==> src/rtl/spi_frame_master.sv <==
// SPI mode-0 frame master: one chip-select window carries NBYTES payload bytes
// plus an optional CRC-8 byte, with full-duplex receive and CRC checking.
//
// state     | meaning
// ----------|----------------------------------------------------------
// IDLE      | cs_b high, waiting for start
// CS_SETUP  | cs_b low, CS_START cycles before the first byte
// LOAD      | tx_ready high, waiting for tx_valid (may stall indefinitely)
// SHIFT     | shifting one payload byte, 8 SCLK periods
// CRC_SHIFT | shifting the accumulated tx CRC byte
// CS_HOLD   | CS_STOP cycles after the last SCLK fall, then done
module spi_frame_master #(
  parameter int          NBYTES           = 7,
  parameter int          CLK_DIV          = 5,
  parameter int          CS_START         = 10,
  parameter int          CS_STOP          = 10,
  parameter int          CRC_EN           = 1,
  parameter logic [7:0]  CRC_POLY         = 8'h2f,
  parameter logic [7:0]  CRC_SEED         = 8'hff,
  // frame_count value loaded by rst; leave at 0 outside of test benches
  parameter logic [15:0] FRAME_COUNT_INIT = 16'h0000
) (
  input  logic        clk,
  input  logic        rst,
  input  logic        start,
  input  logic [7:0]  tx_data,
  input  logic        tx_valid,
  output logic        tx_ready,
  output logic [7:0]  rx_data,
  output logic        rx_valid,
  output logic        rx_last,
  output logic        busy,
  output logic        done,
  output logic        crc_err,
  output logic [15:0] frame_count,
  output logic        cs_b,
  output logic        sclk,
  output logic        mosi,
  input  logic        miso
);

  typedef enum logic [2:0] {
    IDLE,
    CS_SETUP,
    LOAD,
    SHIFT,
    CRC_SHIFT,
    CS_HOLD
  } state_t;

  state_t      state;
  logic [15:0] cnt;
  logic [2:0]  bit_idx;
  logic [7:0]  byte_idx;
  logic [7:0]  tx_sh;
  logic [7:0]  rx_sh;
  logic [7:0]  tx_crc;
  logic [7:0]  rx_crc;

  function automatic logic [7:0] crc8_byte(input logic [7:0] crc, input logic [7:0] data);
    logic [7:0] c;
    c = crc;
    for (int i = 7; i >= 0; i--) begin
      if (data[i] ^ c[7]) c = (c << 1) ^ CRC_POLY;
      else                c = c << 1;
    end
    return c;
  endfunction

  always_ff @(posedge clk) begin
    if (rst) begin
      state       <= IDLE;
      cs_b        <= 1'b1;
      sclk        <= 1'b0;
      mosi        <= 1'b0;
      tx_ready    <= 1'b0;
      rx_valid    <= 1'b0;
      rx_last     <= 1'b0;
      rx_data     <= 8'h00;
      done        <= 1'b0;
      busy        <= 1'b0;
      crc_err     <= 1'b0;
      frame_count <= FRAME_COUNT_INIT;
      cnt         <= 16'h0000;
      bit_idx     <= 3'd0;
      byte_idx    <= 8'h00;
      tx_sh       <= 8'h00;
      rx_sh       <= 8'h00;
      tx_crc      <= CRC_SEED;
      rx_crc      <= CRC_SEED;
    end else begin
      rx_valid <= 1'b0;
      rx_last  <= 1'b0;
      done     <= 1'b0;
      case (state)
        IDLE: begin
          // done is high in the first IDLE cycle; a start there is dropped
          if (start && !done) begin
            state    <= CS_SETUP;
            cs_b     <= 1'b0;
            busy     <= 1'b1;
            cnt      <= 16'(CS_START - 1);
            byte_idx <= 8'h00;
            tx_crc   <= CRC_SEED;
            rx_crc   <= CRC_SEED;
          end
        end
        CS_SETUP: begin
          if (cnt == 16'h0000) begin
            state    <= LOAD;
            tx_ready <= 1'b1;
          end else begin
            cnt <= cnt - 16'd1;
          end
        end
        LOAD: begin
          if (tx_valid) begin
            tx_ready <= 1'b0;
            tx_sh    <= tx_data;
            mosi     <= tx_data[7];
            tx_crc   <= crc8_byte(tx_crc, tx_data);
            bit_idx  <= 3'd0;
            cnt      <= 16'(CLK_DIV - 1);
            state    <= SHIFT;
          end
        end
        SHIFT, CRC_SHIFT: begin
          if (cnt != 16'h0000) begin
            cnt <= cnt - 16'd1;
          end else begin
            cnt  <= 16'(CLK_DIV - 1);
            sclk <= ~sclk;
            if (!sclk) begin
              rx_sh <= {rx_sh[6:0], miso};
            end else if (bit_idx != 3'd7) begin
              bit_idx <= bit_idx + 3'd1;
              tx_sh   <= {tx_sh[6:0], 1'b0};
              mosi    <= tx_sh[6];
            end else begin
              // eighth falling edge: byte complete
              rx_valid <= 1'b1;
              rx_data  <= rx_sh;
              rx_crc   <= crc8_byte(rx_crc, rx_sh);
              bit_idx  <= 3'd0;
              mosi     <= 1'b0;
              if (state == CRC_SHIFT) begin
                rx_last <= 1'b1;
                state   <= CS_HOLD;
                cnt     <= 16'(CS_STOP - 1);
              end else if (byte_idx != 8'(NBYTES - 1)) begin
                byte_idx <= byte_idx + 8'd1;
                state    <= LOAD;
                tx_ready <= 1'b1;
              end else if (CRC_EN != 0) begin
                state <= CRC_SHIFT;
                tx_sh <= tx_crc;
                mosi  <= tx_crc[7];
              end else begin
                rx_last <= 1'b1;
                state   <= CS_HOLD;
                cnt     <= 16'(CS_STOP - 1);
              end
            end
          end
        end
        CS_HOLD: begin
          if (cnt == 16'h0000) begin
            state       <= IDLE;
            cs_b        <= 1'b1;
            busy        <= 1'b0;
            done        <= 1'b1;
            frame_count <= frame_count + 16'd1;
            crc_err     <= (CRC_EN != 0) && (rx_crc != 8'h00);
          end else begin
            cnt <= cnt - 16'd1;
          end
        end
        default: state <= IDLE;
      endcase
    end
  end

endmodule
==> config.mk <==
export PLATFORM = sky130hd
export DESIGN_NAME = spi_frame_master
export DESIGN_NICKNAME = d
export VERILOG_FILES = /design/src/rtl/spi_frame_master.sv
export SDC_FILE = /design/constraint.sdc
export NUM_CORES = 1
export LEC_CHECK = 0
export CAP_MARGIN = 20
export CORE_MARGIN = 1.5
export CORE_UTILIZATION = 50
export DETAILED_ROUTE_END_ITERATION = 8
export PLACE_DENSITY = 0.78
export SYNTH_ARGS = -nofsm -noshare
export SYNTH_HDL_FRONTEND = slang
export SYNTH_SLANG_ARGS = --single-unit
==> constraint.sdc <==
create_clock -name clk -period 2.55 [get_ports clk]
set_input_delay 0.51 -clock clk [delete_from_list [all_inputs] [get_ports clk]]
set_output_delay 0.51 -clock clk [all_outputs]
set_load 0.01 [all_outputs]
**Word level (Yosys, flattened, before mapping)**

Index checks and enable logic that the tools add are counted.

- Bits of input ports: 13
- Output and inout port bits: 33
- Bits in registers: 94

- Add/sub/neg operators: 4
- Reductions and logical operators: 30
- Mux-type cells: 139
- Eq/ne operators: 19
- Bitwise logic cells: 37

Operators by type and width:

| cell | count |
|---|---|
| $mux W8 | 67 |
| $mux W6 | 16 |
| $not A5 Y5 | 16 |
| $mux W16 | 4 |
| $pmux W16 S4 | 1 |
| $pmux W8 S2 | 3 |
| $mux W7 | 6 |
| $mux W3 | 13 |
| $ne A2 B2 Y1 const B | 10 |
| $mux W1 | 19 |
| $add A16 B1 Y16 const B | 1 |
| $logic_not A16 Y1 | 1 |
| $reduce_bool A16 Y1 | 1 |
| $sub A16 B1 Y16 const B | 1 |
| $xor A1 B1 Y1 | 16 |
| $pmux W3 S5 | 1 |
| $pmux W7 S2 | 1 |
| $reduce_and A7 Y1 | 2 |
| $mux W4 | 3 |
| $reduce_and A4 Y1 | 3 |
| $ne A3 B3 Y1 const B | 3 |
| $reduce_and A3 Y1 | 3 |
| $add A8 B1 Y8 const B | 1 |
| $ne A8 B3 Y1 const B | 1 |
| 22 further kinds | 36 |

**Depth between registers and ports, before layout**

- Depth after elaboration: 55
- Depth in mapped cells: 10

**Least setup slack after synthesis**

OpenSTA, ideal clock, no wires.

- Kind: reg-to-reg
- Start point: reg cnt[8]
- End point: reg frame_count[7]
- Clock period less this slack: 2.525 ns
- Path buffers: 1
- Stages on the path, launching flop included: 7
- Arrival: 2.454 ns
- Setup slack: 0.025 ns
- Data required time: 2.480 ns
- Setup time: 0.070 ns
- Cell sequence: dfxtp_1 -> or4_4 -> or4_4 -> or4_4 -> buf_6 -> or3_1 -> a21oi_1

- Longest elaborated chain between the ends: 2

Ends and longest elaborated chain:

| what | line | text |
|---|---|---|
| from (decl) | 52 | `logic [15:0] cnt;` |
| from (signal assigned) | 102 | `cnt <= 16'(CS_START - 1);` |
| from (signal assigned) | 113 | `cnt <= cnt - 16'd1;` |
| from (signal assigned) | 123 | `cnt <= 16'(CLK_DIV - 1);` |
| $logic_not A16 Y1 | 167 | `if (cnt == 16'h0000) begin` |
| $reduce_and A2 Y1 (no source line) | - |  |
| to (signal assigned) | 172 | `frame_count <= frame_count + 16'd1;` |
| to (decl) | 35 | `output logic [15:0] frame_count,` |

No other way between the ends.
A chain may end at the register's enable or synchronous reset.

**Worst setup path in the final report**

- Start point: reg cnt[9]
- End point: reg tx_sh[2]

- Longest elaborated chain between the ends: 3

Ends and longest elaborated chain:

| what | line | text |
|---|---|---|
| $reduce_bool A16 Y1 | 128 | `if (cnt != 16'h0000) begin` |
| $ne A2 B2 Y1 (no source line) | - |  |
| $reduce_and A6 Y1 (no source line) | - |  |
| to (signal assigned) | 119 | `tx_sh <= tx_data;` |
| to (signal assigned) | 137 | `tx_sh <= {tx_sh[6:0], 1'b0};` |
| to (signal assigned) | 156 | `tx_sh <= tx_crc;` |
| to (decl) | 55 | `logic [7:0] tx_sh;` |

No other way between the ends.

==> results.md <==
| Parameter | This run | Unit |
|---|---|---|
| Initial DRT Pass Iterations | 5 | - |
| Syn nets | 608 | - |
| Buffers & Inverters on Critical Path | 2 | - |
| Antenna violation net count after detailed routing | 0 | - |
| Unrepaired setup endpoints after global routing | no | - |
| Cell repeated most along the worst path | sky130_fd_sc_hd__buf_4 | - |
| Final cell area excluding filler cells | 6100 | um2 |
| Cell with the largest stage delay on the worst path | sky130_fd_sc_hd__or4_4 | - |
| Clock Sink Count | 94 | - |
| Worst setup timing slack at the placement stage | -193 | ps |
| Endpoints failing hold | 0 | - |
| Synth Cell Area | 5060 | um2 |
| Number of I/O port buffers | 45 | - |
| Clock transition time at the flip-flop clock pins of the worst setup and hold paths | 100 | ps |
| Power share of the combinational group | 52.4 | % |
| Wirelength, routed | 12000 | um |
| Sequential-to-total area share from yosys stat | 37.2 | % |
| Net switching power | 2.48 | mW |
| Root cell of the clock tree | sky130_fd_sc_hd__clkbuf_8 | - |
| Total I/O pin count | 46 | - |
| WP depth | 8 | - |
| CTS H-tree lvls | 3 | - |
| Pwr/cell area | 984 | nW/um2 |
| Setup crit start kind | register | - |
| Critical path class | reg2reg | - |
| Layout cells sized above 1 | 12.8 | % |
| Reg area | 1880 | um2 |
| Count of warnings emitted by yosys | 0 | - |
| Critical path endpoint category | register | - |
| Most common library cell in the layout ignoring fill and taps | sky130_fd_sc_hd__dfxtp_1 | - |
| Leading post-synthesis cells by cell area | sky130_fd_sc_hd__dfxtp_1 37%, sky130_fd_sc_hd__xnor2_1 8.3%, sky130_fd_sc_hd__nor2_1 5.9%, sky130_fd_sc_hd__mux2i_1 4.7%, sky130_fd_sc_hd__xor2_1 4.5% | - |
| Average routed wire per standard cell | 15.1 | um |
| HPWL reported at the end of detailed placement | 8690 | um |
| Top cell type by total area after synthesis | sky130_fd_sc_hd__dfxtp_1 | - |
| Setup ws final | 130 | ps |
| Sequential share of power | 31.3 | % |
| Maximum count of clock buffers along a single path | 2 | - |
| DRC violation total after the first TritonRoute iteration | 171 | - |
| Combined area of the multi-input logic cells | 3020 | um2 |
| Total die area | 10700 | um2 |
| Family with the most delay on the worst path | simple AND/OR/NAND/NOR gates | - |
| Standard cell core area | 9770 | um2 |
| Rel. slew slack | 62.6 | % |
| Min cycle time layout | 2420 | ps |
| Number of placed cells counting well taps | 782 | - |
| Number of pins exceeding their max-slew limit in the final report | 0 | - |
| Setup clock skew after layout | 11.7 | ps |
| Hold-fix buffers at CTS | 0 | - |
| Clock insertion delay at the later pin of the skew report | 370 | ps |
| Max-cap viol count | 0 | - |
| Endpoints failing setup | 0 | - |
| Synth async-reset ratio | 0 | % |
| GRT Util Overall | 22.9 | % |
| Number of synthesized register bits | 94 | - |
| Number of antenna violations at the first check in global routing | 0 | - |
| Number of enable flip-flop cells after synthesis | 0 | - |
| Mean area per synthesized cell | 8.60 | um2 |
| Maximum number of pins on one net before global-route repair | 29 | - |
| DRC violations left | 0 | - |
| Highest cell delay on the worst timing path | 530 | ps |
| Internal power | 3.52 | mW |
| Post-Syn Instances | 588 | - |
| Final period util | 94.9 | % |
| Peak clock frequency supported by timing | 0.413 | GHz |
| Hold path cells | 2 | - |
| Placer congestion estimate | 0.867 | - |
| Clock power share | 16.4 | % |
| Starting density of the core | 51.8 | % |
| Required time at the worst-slack endpoint | 2850 | ps |
| TritonCTS Buffers | 9 | - |
| Global route overflow | 0 | - |
| Worst path cell trace | or4_4, buf_4, nor4_4, buf_4, a21boi_1, o21a_2, or3_1, a21oi_1 | - |
| Standard cell area after detailed placement | 5890 | um2 |
| Endpoint arrival time on the critical path | 2720 | ps |
| Final standard cell count with taps included and fillers excluded | 798 | - |
| Most instantiated flip-flop cell in the synthesis netlist | sky130_fd_sc_hd__dfxtp_1 | - |
| Power, Total | 6.00 | mW |
| Outcome | completed | - |
| Antenna diodes | 0 | - |
| Final net count | 680 | - |
| Worst VDD drop | 456 | uV |
| Area added between synthesis and finish | 20.6 | % |
| Chip height | 104 | um |
| Maximum fanout along the worst path | 16 | - |
| Most used cells in the layout excluding fill and tap cells | 94 x sky130_fd_sc_hd__dfxtp_1, 80 x sky130_fd_sc_hd__nor2_1, 48 x sky130_fd_sc_hd__xnor2_1 | - |
| Final-layout fill cell count | 878 | - |
| Wire length of the first global-routing pass | 20400 | um |
| Site row count | 36 | - |
| Width of the chip | 104 | um |
| Post-synth top area share | 37.2 | % |
| Slew of the pin with the lowest slew margin | 556 | ps |
| Via count of the first global-routing pass | 4456 | - |
| Path category of the worst min-delay check | reg2reg | - |
| Reg2Reg Depth | 8 | - |
| Leak | 2.27 | nW |
| Library cells used by synthesis | 66 | - |
| Total number of vias | 4511 | - |
| Detailed-route vias per instance | 5.65 | - |
| Switching fraction of total power | 41.3 | % |
| TritonCTS clock tree | yes | - |
==> registers in the layout (all words and copies together), names as in the netlist, 7 cells and up <==
signal	cells
rx_data	8
tx_crc	8
byte_idx	8
cnt	16
rx_crc	8
frame_count	16
rx_sh	8
tx_sh	7
==> stage by stage <==
| step | setup TNS, ps | hold WS, ps | util [%] |
|---|---|---|---|
| floorplan | 0 | 448 | - |
| CTS | 0 | 484 | 62.3 |
| finish | 0 | 481 | 62.4 |
| detailed placement | -1860 | 470 | 60.3 |
| global placement | -1470 | 463 | 60.3 |
| global route | 0 | 511 | 62.4 |
==> cell usage after synthesis (all sizes together) (2+ instances only) <==
library cell and count:
xnor2 48, o21a 5, o31ai 4, nor3b 2, and4b 2, o21ai 27, nand4b 2, mux2i 24
nand2 33, nor2b 3, a221oi 2, nor4 12, a2bb2oi 5, ha 7, nand2b 4, inv 11
or4 6, nand3 20, o21bai 2, nand4 13, or3 14, nor2 80, dfxtp 94, a21oi 39
and4 2, and3 7, xor2 26, or2 3, nor3 22, clkbuf 26, and2 4, o32a 2
a21o 2, o22ai 3, a31oi 2, nor4b 3, buf 3, a211oi 5, xnor3 3
==> path summary, 6_finish.rpt <==
kind | from | to | slack (ps)
setup / recovery | cnt[9] | tx_sh[2] | 130
hold / removal | tx_sh[3] | tx_sh[3] | 480
setup reg to reg | cnt[9] | tx_sh[2] | 130
hold reg to reg | tx_sh[3] | tx_sh[3] | 480
==> final cells by class <==
cell class,count,area share (%)
Inverter,11,0.677
Clock inverter,5,0.677
Timing Repair Buffer,90,13.0
Sequential cell,94,30.9
Multi-Input combinational cell,454,49.5
Clock buffer,11,2.48
Tap cell,133,2.73
==> routing by layer <==
layer	track usage [%]	vias to the layer above	wire, um
li1	-	2228	-
met2	39.6	114	5870
met4	7.44	0	150
met1	28.7	2154	5440
met3	4.28	15	571
met5	0	-	0
==> tightest hold or removal path: cells and delay by family (launching register included) <==
kind	cells	cell delay (ps)
flops	1	320
compound gates	2	120
==> power groups by stage <==
stage               Sequential (mW)  Clock (mW)  Combinational [mW]
floorplan                      1.85           0                2.07
global placement               1.89           0                2.97
detailed placement             1.90           0                3.04
CTS                            1.87       0.993                3.08
global route                   1.90        1.05                3.45
finish                         1.88       0.983                3.14
==> cell families (layout without fill, tap and decap cells) <==
logic type / after synthesis / count (layout) / synth area share, %
and+or+nand+nor: 236 / 236 / 25.0
AOI/OAI and AO/OA: 108 / 108 / 13.2
DFF: 94 / 94 / 37.2
xor gates and xnor gates: 78 / 78 / 14.6
buffers and inverters: 40 / 117 / 3.31
muxes: 25 / 25 / 4.97
adders and majority gates: 7 / 7 / 1.73
==> timing repair <==
item | 4_1_cts | 5_1_grt
gates resized for setup | 0 | 3
setup buffers | 0 | 0
setup endpoints to repair | 0 | 6
(Power assumes the default switching activity.)
